===== src/rtl/regfile_pkg.sv =====
// Shared definitions for the register file access controller: default widths,
// command opcodes and the controller state encoding.
package regfile_pkg;

  localparam int unsigned DEF_DATA_W = 16;
  localparam int unsigned DEF_ADDR_W = 3;
  localparam int unsigned NUM_REGS   = 1 << DEF_ADDR_W;

  localparam logic [1:0] OP_NOP   = 2'b00;
  localparam logic [1:0] OP_WRITE = 2'b01;
  localparam logic [1:0] OP_READ  = 2'b10;
  localparam logic [1:0] OP_CLEAR = 2'b11;

  typedef enum logic [1:0] {
    ST_IDLE     = 2'b00,
    ST_RD_CAP   = 2'b01,
    ST_RSP_WAIT = 2'b10,
    ST_CLEAR    = 2'b11
  } state_e;

endpackage : regfile_pkg


===== src/rtl/regfile_access_ctrl.sv =====
// Command-driven master for the dual-read register file: issues writes, paired
// reads with a registered response channel, and a sequential whole-file clear.
module regfile_access_ctrl
  import regfile_pkg::*;
#(
  parameter int unsigned DATA_W = DEF_DATA_W,
  parameter int unsigned ADDR_W = DEF_ADDR_W
) (
  input  logic              clk,
  input  logic              rst,
  input  logic              cmd_valid,
  output logic              cmd_ready,
  input  logic [1:0]        cmd_op,
  input  logic [ADDR_W-1:0] cmd_addr_a,
  input  logic [ADDR_W-1:0] cmd_addr_b,
  input  logic [DATA_W-1:0] cmd_data,
  output logic              rsp_valid,
  input  logic              rsp_ready,
  output logic [DATA_W-1:0] rsp_data_a,
  output logic [DATA_W-1:0] rsp_data_b,
  output logic              busy,
  output logic              rf_write,
  output logic [ADDR_W-1:0] rf_wr_addr,
  output logic [DATA_W-1:0] rf_wr_data,
  output logic [ADDR_W-1:0] rf_rd_addr_a,
  output logic [ADDR_W-1:0] rf_rd_addr_b,
  input  logic [DATA_W-1:0] rf_rd_data_a,
  input  logic [DATA_W-1:0] rf_rd_data_b
);

  localparam logic [ADDR_W-1:0] LAST_ADDR = '1;

  state_e            state_q, state_d;
  logic [ADDR_W-1:0] clr_cnt_q, clr_cnt_d;
  logic              rf_write_q, rf_write_d;
  logic [ADDR_W-1:0] rf_wr_addr_q, rf_wr_addr_d;
  logic [DATA_W-1:0] rf_wr_data_q, rf_wr_data_d;
  logic [ADDR_W-1:0] rd_addr_a_q, rd_addr_a_d;
  logic [ADDR_W-1:0] rd_addr_b_q, rd_addr_b_d;
  logic              rsp_valid_q, rsp_valid_d;
  logic [DATA_W-1:0] rsp_data_a_q, rsp_data_a_d;
  logic [DATA_W-1:0] rsp_data_b_q, rsp_data_b_d;
  logic              busy_q, busy_d;

  // State and output registers
  always_ff @(posedge clk) begin
    if (rst) begin
      state_q      <= ST_IDLE;
      clr_cnt_q    <= '0;
      rf_write_q   <= 1'b0;
      rf_wr_addr_q <= '0;
      rf_wr_data_q <= '0;
      rd_addr_a_q  <= '0;
      rd_addr_b_q  <= '0;
      rsp_valid_q  <= 1'b0;
      rsp_data_a_q <= '0;
      rsp_data_b_q <= '0;
      busy_q       <= 1'b0;
    end else begin
      state_q      <= state_d;
      clr_cnt_q    <= clr_cnt_d;
      rf_write_q   <= rf_write_d;
      rf_wr_addr_q <= rf_wr_addr_d;
      rf_wr_data_q <= rf_wr_data_d;
      rd_addr_a_q  <= rd_addr_a_d;
      rd_addr_b_q  <= rd_addr_b_d;
      rsp_valid_q  <= rsp_valid_d;
      rsp_data_a_q <= rsp_data_a_d;
      rsp_data_b_q <= rsp_data_b_d;
      busy_q       <= busy_d;
    end
  end

  // Next-state and next-output logic; rf_write is a one-cycle strobe by default
  always_comb begin
    state_d      = state_q;
    clr_cnt_d    = clr_cnt_q;
    rf_write_d   = 1'b0;
    rf_wr_addr_d = rf_wr_addr_q;
    rf_wr_data_d = rf_wr_data_q;
    rd_addr_a_d  = rd_addr_a_q;
    rd_addr_b_d  = rd_addr_b_q;
    rsp_valid_d  = rsp_valid_q;
    rsp_data_a_d = rsp_data_a_q;
    rsp_data_b_d = rsp_data_b_q;

    unique case (state_q)
      ST_IDLE: begin
        if (cmd_valid) begin
          case (cmd_op)
            OP_WRITE: begin
              rf_write_d   = 1'b1;
              rf_wr_addr_d = cmd_addr_a;
              rf_wr_data_d = cmd_data;
            end
            OP_READ: begin
              rd_addr_a_d = cmd_addr_a;
              rd_addr_b_d = cmd_addr_b;
              state_d     = ST_RD_CAP;
            end
            OP_CLEAR: begin
              rf_write_d   = 1'b1;
              rf_wr_addr_d = '0;
              rf_wr_data_d = '0;
              clr_cnt_d    = '0;
              state_d      = ST_CLEAR;
            end
            default: ;
          endcase
        end
      end
      ST_RD_CAP: begin
        // Hold off the capture while a write is still being presented
        if (!rf_write_q) begin
          rsp_data_a_d = rf_rd_data_a;
          rsp_data_b_d = rf_rd_data_b;
          rsp_valid_d  = 1'b1;
          state_d      = ST_RSP_WAIT;
        end
      end
      ST_RSP_WAIT: begin
        if (rsp_ready) begin
          rsp_valid_d = 1'b0;
          state_d     = ST_IDLE;
        end
      end
      ST_CLEAR: begin
        rf_wr_data_d = '0;
        clr_cnt_d    = clr_cnt_q + ADDR_W'(1);
        if (clr_cnt_q == LAST_ADDR) begin
          state_d = ST_IDLE;
        end else begin
          rf_write_d   = 1'b1;
          rf_wr_addr_d = clr_cnt_q + ADDR_W'(1);
        end
      end
      default: state_d = ST_IDLE;
    endcase

    busy_d = (state_d != ST_IDLE);
  end

  assign cmd_ready    = (state_q == ST_IDLE);
  assign rsp_valid    = rsp_valid_q;
  assign rsp_data_a   = rsp_data_a_q;
  assign rsp_data_b   = rsp_data_b_q;
  assign busy         = busy_q;
  assign rf_write     = rf_write_q;
  assign rf_wr_addr   = rf_wr_addr_q;
  assign rf_wr_data   = rf_wr_data_q;
  assign rf_rd_addr_a = rd_addr_a_q;
  assign rf_rd_addr_b = rd_addr_b_q;

endmodule : regfile_access_ctrl

===== config.mk =====
export PLATFORM = sky130hd
export DESIGN_NAME = regfile_access_ctrl
export DESIGN_NICKNAME = d
export VERILOG_FILES = /design/src/rtl/regfile_pkg.sv /design/src/rtl/regfile_access_ctrl.sv
export SDC_FILE = /design/constraint.sdc
export NUM_CORES = 1
export LEC_CHECK = 0
export CORE_ASPECT_RATIO = 0.6
export CORE_MARGIN = 4
export CORE_UTILIZATION = 44
export CTS_CLUSTER_SIZE = 25
export DETAILED_ROUTE_END_ITERATION = 6
export HOLD_SLACK_MARGIN = 0.05
export PLACE_DENSITY = 0.85
export SLEW_MARGIN = 20
export SYNTH_ARGS = -nofsm -noshare
export SYNTH_HDL_FRONTEND = slang
export SYNTH_SLANG_ARGS = --single-unit
export TNS_END_PERCENT = 10

===== constraint.sdc =====
create_clock -name clk -period 4.7 [get_ports clk]
set_input_delay 0.705 -clock clk [delete_from_list [all_inputs] [get_ports clk]]
set_output_delay 0.705 -clock clk [all_outputs]
set_load 0.005 [all_outputs]

* Yosys cells after proc, flatten, opt, wreduce, memory -nomap -nowiden
Cells that the tools add are included.
W data, S select, Z words.
** Word-level totals
- Register bits after elaboration :: 65
- Bits in latches :: 0
- RAM bits :: 0
- ROM bits :: 0
- Output and inout bits :: 61
- Memories kept :: 0
** Operators by class
- Add/sub/neg operators :: 1
- Multiply operators :: 0
- Divide/modulo/power cells :: 0
- $lt $le $gt $ge :: 0
- Eq/ne operators :: 13
- Shifts and indexed selects :: 0
- Multiplexer cells :: 23
- Bitwise gates (word level) :: 1
- Reduce and logical (&&, ||, !) cells :: 11
** Operator list (number)
- $pmux W16 S2 :: 2
- $pmux W3 S2 :: 3
- $mux W16 :: 1
- $mux W3 :: 4
- $reduce_and A3 Y1 :: 4
- $eq A2 B2 Y1 const B :: 4
- $mux W2 :: 4
- $ne A2 B2 Y1 const B :: 4
- $pmux W2 S4 :: 1
- $reduce_bool A2 Y1 :: 3
- $mux W1 :: 5
- $eq A2 B1 Y1 const B :: 2
- $pmux W1 S2 :: 2
- $pmux W2 S2 :: 1
- $reduce_and A4 Y1 :: 1
- $add A3 B1 Y3 const B :: 1
- $eq A3 B3 Y1 const B :: 1
- $ne A3 B1 Y1 const B :: 1
- $logic_not A2 Y1 :: 1
- $ne A2 B1 Y1 const B :: 1
- $reduce_and A2 Y1 :: 1
- $reduce_or A2 Y1 :: 1
- $not A1 Y1 :: 1

* Depth between registers and ports, before layout
Gate-level depths: netlist (run 1).
- Depth after elaboration :: 5
- Gate-level depth with buffers :: 8

* Least setup slack after synthesis (run 1)
OpenSTA, ideal clock, no wires.
- Path kind :: input -> register
- Start point :: input cmd_valid
- End point :: register rf_wr_data_q[2] (netlist: rf_wr_data[2])
- Library setup time :: 0.128 ns
- Arrival time :: 1.510 ns
- Data required time :: 4.572 ns
- Slack :: 3.063 ns
- Stages on the path :: 5
- Cells stage by stage :: nand2_1 a21oi_4 buf_6 mux2i_1 nor2_1
** Between the ends
- Longest elaborated chain between the ends :: 2
** RTL lines
- from (decl) :: line regfile_access_ctrl.sv:11 : input logic cmd_valid,
- $ne A2 B2 Y1 (no line)
- $reduce_and A3 Y1 (no line)
- to (signal assigned) :: line regfile_access_ctrl.sv:64 : rf_wr_data_q <= rf_wr_data_d;
- to (decl) :: line regfile_access_ctrl.sv:37 : logic [DATA_W-1:0] rf_wr_data_q, rf_wr_data_d;
Every way passes these cells.
A chain may end at the register's enable or synchronous reset.

* Worst setup path after layout (run 1)
- Start point :: register state_q[0]
- End point :: output cmd_ready
** Between the ends
- Longest elaborated chain between the ends :: 1
** RTL lines
- from (decl) :: line regfile_access_ctrl.sv:33 : state_e state_q, state_d;
- from (signal assigned) :: line regfile_access_ctrl.sv:60 : state_q <= state_d;
- $logic_not A2 Y1 :: line regfile_access_ctrl.sv:143 : assign cmd_ready = (state_q == ST_IDLE);
- to (decl) :: line regfile_access_ctrl.sv:12 : output logic cmd_ready,
Every way passes these cells.

==> impl_metrics.toml, run 1 <==
[yosys]
syn_nets = 361
synthFlopType = "dfxtp_1"
synth_fa_ha_area_share_pct = 2.927
synth_top_area_share_pct = 50.73
synth_edf_count = 0
synth_top_family_by_area = "simple AND/OR/NAND/NOR gates"
yosysWarnings = 0
ys_async_sr_fraction_pct = 0
yosys.area.top_type = "dfxtp_1"
synth_compound_area_share_pct = 11.02
yosys.area_share.simple_pct = 21.46
synth.cell_area_sq_mm = 0.002565
synth_seq_cells = 65
syn_avg_cell_area_sq_um = 8.695
ys_types = 30
ys_seq_area_share_pct = 50.73
synthXorXnorAreaFrac_pct = 0
ys_top_cells_by_area = "dfxtp_1, mux2i_1, nand2_1"
synthesis.instances = 295
synthMuxAreaShare_pct = 10.15

[clock_network]
htree_num_levels = 3
ctsResizeCount = 0
ctsLongestPathBuffers = 2
cts_setup_buffers = 0
cts_hold_buf = 0
clk_pin_slew_ns = 0.06
clock_sink_count = 65
root_buffer = "clkbuf_8"
cts_made_buffers = 9
clkLatencyLatePin_ns = 0.34
cts_tree = "yes"

[drt]
num_vias = 2322
routed_wl_um = 6664
drc = 0
initialDrtViolationCount = 69
drt_pre_antenna_iters = 4
viasPerCell = 4.710
ant_nets = 0
wl_per_cell_um = 13.52

[floorplanning]
num_rows = 21
io_pins = 121
die_h_um = 67.14
initial_utilization_pct = 45.83
die_w_um = 106.6
dieArea_sq_mm = 0.007155
core_area_sq_mm = 0.005597

[sta]
rsz0062_at_grt = "false"
setup_violations = 0
maxSlewHeadroom_pct = 50.26
drv_slew = 0
worst_slew_pin_slew_ns = 0.7445
period_needed_ns = 2.552
finalSetupTns_ns = 0
fin_crit_sh_pct = 54.29
max_clock_freq_mhz = 391.9
fin_worst_skew_ns = 0.008171
hold_viol = 0

[status]
status = "completed"

[grt]
grt_pass1_vias = 2241
grt_max_degree = 35
grt_first_pass_wirelength_um = 10640
antenna_found_initial = 0
grt_usage_pct = 19.01
overflow = 0

[worst_setup_path]
ff2ff_setup_slack_ns = 2.62
cp_max_fo = 9
end_kind = "output pin"
cpPeakStageDelay_ns = 0.60
crit_chain = "inv_1 -> ha_1 -> clkdlybuf4s50_1"
start_kind = "register"
cpMaxStageDelayCell = "clkdlybuf4s50_1"
worstSetupPathType = "register to output pin"
required_ns = 3.99
critical_path_arrival_ns = 1.85

[finish]
final_nets = 474
layout-drive-gt1-share_pct = 5.811
fillers = 444
multi_input_area_sq_mm = 0.001179
area_delta_synth_final_pct = 56.34
antennaDiodeCount = 0
mostFrequentLayoutCell = "clkdlybuf4s50_1"
final_cell_mix = "clkdlybuf4s50_1, nand2_1, dfxtp_1"
final_util_pct = 71.65
regArea_sq_mm = 0.001301

[pwr]
peakVddDrop_mv = 0.1827
power_density_mw_per_mm2 = 337.2
leakagePower_nw = 1.538

[placed_design]
hpwlAfterDp_um = 4729
gp_congestion = 0.8334
portBuffers = 120

[worst_hold_path]
hold_path_class = "register to register"

[job]
max_cap_viol_count = 0
==> critical path: cells and delay by family (launching register included) <==
family                     cells  cell delay (ns)
buffers and inverters          2             0.71
DFF                            1             0.38
adders and majority gates      1             0.42
==> final timing paths <==
check,from,endpoint,cells after the start
worst max-delay path,state_q[0],cmd_ready,3
worst min-delay path,rsp_data_a[1],rsp_data_a[1],2
worst max register to register,state_q[0],rf_wr_data[5],5
worst min register to register,rsp_data_a[1],rsp_data_a[1],2
==> final cells by class <==
| cell class | count | area share [%] |
|---|---|---|
| Clock buffer | 12 | 4.119 |
| Clock inverter | 4 | 1.248 |
| Inverter | 3 | 0.2808 |
| Multi-Input combinational cell | 208 | 29.39 |
| Sequential cell | 65 | 32.45 |
| Tap cell | 80 | 2.496 |
| Timing Repair Buffer | 121 | 30.02 |
==> synth_stat cells, types with 2 or more instances <==
library cell	count
a211oi_1	3
a21oi_1	37
a31oi_1	2
and2_0	13
and2_1	5
clkbuf_1	15
dfxtp_1	65
ha_1	6
inv_1	2
mux2i_1	26
nand2_1	67
nor2_1	31
nor2b_1	4
nor3_1	3
==> through the flow <==
step	setup WS, ns	hold slack, ns	power [mW]	instance area [sq um]	std cells
2_1_floorplan	3.063	0.4527	0.7305	2565	295
3_3_place_gp	2.302	0.4402	0.8610	3787	477
3_5_place_dp	2.178	0.4469	0.8680	3795	477
4_1_cts	2.141	0.4550	1.368	4010	493
5_1_grt	2.062	0.4750	1.422	4010	493
6_report	2.148	0.4537	1.352	4010	493
==> per-layer routing <==
layer / vias to the layer above / GRT usage [%] / part of all wire, %
li1: 1194 / - / -
met1: 1034 / 23.05 / 45
met2: 84 / 29.47 / 44
met3: 10 / 9.551 / 9.8
met4: 0 / 6.858 / 1.5
met5: - / 0 / 0
==> state kept, by name (all words and copies together), names as in the netlist <==
signal / cells
rsp_data_a: 16
rf_rd_addr_a: 3
busy: 1
rf_wr_addr: 3
rf_write: 1
rf_rd_addr_b: 3
clr_cnt_q: 3
rf_wr_data: 16
rsp_data_b: 16
state_q: 2
rsp_valid: 1
==> where the power goes <==
part	switching, mW	total (mW)	internal, mW
Sequential	0.0191	0.605	0.586
Clock	0.209	0.496	0.287
Combinational	0.104	0.251	0.147
==> cell families after synthesis <==
family	count (synthesis)
fa+ha+maj	6
simple gates	128
buf+inv	22
compound gates	48
flops	65
mux	26
(Power assumes the default switching activity.)
==> run 2: changes to the inputs <==
--- a/config.mk
+++ b/config.mk
@@ -7,11 +7,11 @@
 export LEC_CHECK = 0
 export CORE_ASPECT_RATIO = 0.6
 export CORE_MARGIN = 4
-export CORE_UTILIZATION = 44
+export CORE_UTILIZATION = 41
 export CTS_CLUSTER_SIZE = 25
 export DETAILED_ROUTE_END_ITERATION = 6
 export HOLD_SLACK_MARGIN = 0.05
-export PLACE_DENSITY = 0.85
+export PLACE_DENSITY = 0.8
 export SLEW_MARGIN = 20
 export SYNTH_ARGS = -nofsm -noshare
 export SYNTH_HDL_FRONTEND = slang
==> constraint.sdc (replaced) <==
create_clock -name clk -period 2.48 [get_ports clk]
set_input_delay 0.372 -clock clk [delete_from_list [all_inputs] [get_ports clk]]
set_output_delay 0.372 -clock clk [all_outputs]
set_load 0.005 [all_outputs]
==> impl_metrics.toml, run 2 (same netlist as run 1, synthesis figures left out) <==
[grt]
grt_first_pass_wirelength_um = 11180
grt_pass1_vias = 2305
grt_max_degree = 33
grt_usage_pct = 18.52
antenna_found_initial = 0
overflow = 0

[finish]
final_util_pct = 69.12
final_nets = 479
final_cells = 498
layout-drive-gt1-share_pct = 5.981
mostFrequentLayoutCell = "clkdlybuf4s50_1"
antennaDiodeCount = 0
final_cell_mix = "clkdlybuf4s50_1, nand2_1, dfxtp_1"
final_area_sq_mm = 0.004014
area_delta_synth_final_pct = 56.49

[drt]
initialDrtViolationCount = 99
ant_nets = 0
wl_per_cell_um = 14.00
routed_wl_um = 6973
drc = 0
drt_pre_antenna_iters = 4
viasPerCell = 4.809
num_vias = 2395

[sta]
setup_violations = 0
period_needed_ns = 2.191
max_clock_freq_mhz = 456.3
maxSlewHeadroom_pct = 51.17
finalSetupTns_ns = 0
worst_slew_pin_slew_ns = 0.7325
setup_ws_ns = 0.2885
fin_worst_skew_ns = 0.006711
hold_viol = 0
drv_slew = 0
hold_slack_ns = 0.4541
rsz0062_at_grt = "false"
fin_crit_sh_pct = 88.37

[clock_network]
root_buffer = "clkbuf_8"
cts_made_buffers = 9
ctsResizeCount = 0
htree_num_levels = 3
cts_setup_buffers = 0
cts_hold_buf = 0
clkLatencyLatePin_ns = 0.34
cts_tree = "yes"
ctsLongestPathBuffers = 2
clk_pin_slew_ns = 0.07
clock_sink_count = 65

[placed_design]
dp.cells = 482
placed_cell_area_sq_mm = 0.003825
post-place-ws_ns = 0.4978
portBuffers = 120
hpwlAfterDp_um = 5126
gp_congestion = 0.8137

[worst_setup_path]
timing.critical_path.max_delay_family = "buffers and inverters"
crit_chain = "inv_1 -> ha_1 -> clkdlybuf4s50_1"
cpMaxStageDelayCell = "clkdlybuf4s50_1"
cp_max_fo = 9
required_ns = 2.11
cpPeakStageDelay_ns = 0.60
critical_path_buf_inv_count = 2
start_kind = "register"
critical_path_arrival_ns = 1.82
worstSetupPathType = "register to output pin"
ff2ff_setup_slack_ns = 0.60
end_kind = "output pin"

[floorplanning]
io_pins = 121
core_area_sq_mm = 0.005807
die_w_um = 110.1
die_h_um = 69.27
initial_utilization_pct = 44.17
dieArea_sq_mm = 0.007627
num_rows = 21

[pwr]
power_density_mw_per_mm2 = 623.6
total_power_mw = 2.503
leakagePower_nw = 1.553
peakVddDrop_mv = 0.3854

[status]
status = "completed"

[worst_hold_path]
hold_path_class = "register to register"

[job]
max_cap_viol_count = 0
## run 2: cell count changes in the layout (fill, tap and decap cells not counted), sizes merged
cell      before  now
clkinv         1    2
clkbuf        12   13
buf            2    7
clkinvlp       2    0
## run 2: final cells by class
cell class | count | area, sq um
clock buffers | 13 | 148.9
inverters | 3 | 11.26
multi-input cells | 208 | 1171
repair buffers | 126 | 1241
flip-flops and latches | 65 | 1301
clock inverters | 3 | 40.04
well taps | 80 | 100.1
fillers | 459 | 1793
## run 2: worst paths after layout
| path | startpoint | end | cells after the start |
|---|---|---|---|
| hold reg to reg | rsp_data_b[15] | rsp_data_b[15] | 2 |
| setup reg to reg | state_q[0] | rf_rd_addr_b[1] | 6 |
| hold / removal | rsp_data_b[15] | rsp_data_b[15] | 2 |
| setup / recovery | state_q[0] | cmd_ready | 3 |
## run 2: metal layers
metal / vias up / wire length, um / GRT usage (%)
li1: 1206 / - / -
met1: 1093 / 3112 / 23.28
met2: 86 / 3012 / 27.82
met3: 10 / 760 / 9.023
met4: 0 / 89 / 5.738
met5: - / 0 / 0
## run 2: report_power, final
part	leakage [nW]	internal [mW]	switching (mW)	total, mW
clock	0.0974	0.490	0.381	0.871
combinational	0.926	0.285	0.198	0.483
sequential	0.529	1.11	0.0379	1.15
total	1.55	1.89	0.617	2.50
## run 2: worst reg2reg max path, stage by stage (launching register included)
cell and delay, ns:
dfxtp_1 0.37, inv_1 0.11, ha_1 0.42, inv_2 0.06
or3_1 0.54, mux2i_1 0.23, nor2_1 0.05
==> run 3: changes to the inputs <==
--- a/config.mk
+++ b/config.mk
@@ -8,10 +8,12 @@
 export CORE_ASPECT_RATIO = 0.6
 export CORE_MARGIN = 4
 export CORE_UTILIZATION = 41
+export CTS_CLUSTER_DIAMETER = 100
 export CTS_CLUSTER_SIZE = 25
 export DETAILED_ROUTE_END_ITERATION = 6
 export HOLD_SLACK_MARGIN = 0.05
 export PLACE_DENSITY = 0.8
+export SKIP_CTS_REPAIR_TIMING = 1
 export SLEW_MARGIN = 20
 export SYNTH_ARGS = -nofsm -noshare
 export SYNTH_HDL_FRONTEND = slang
==> results of run 3 <==
The final DEF is identical to that of run 2; final timing and power are the same.
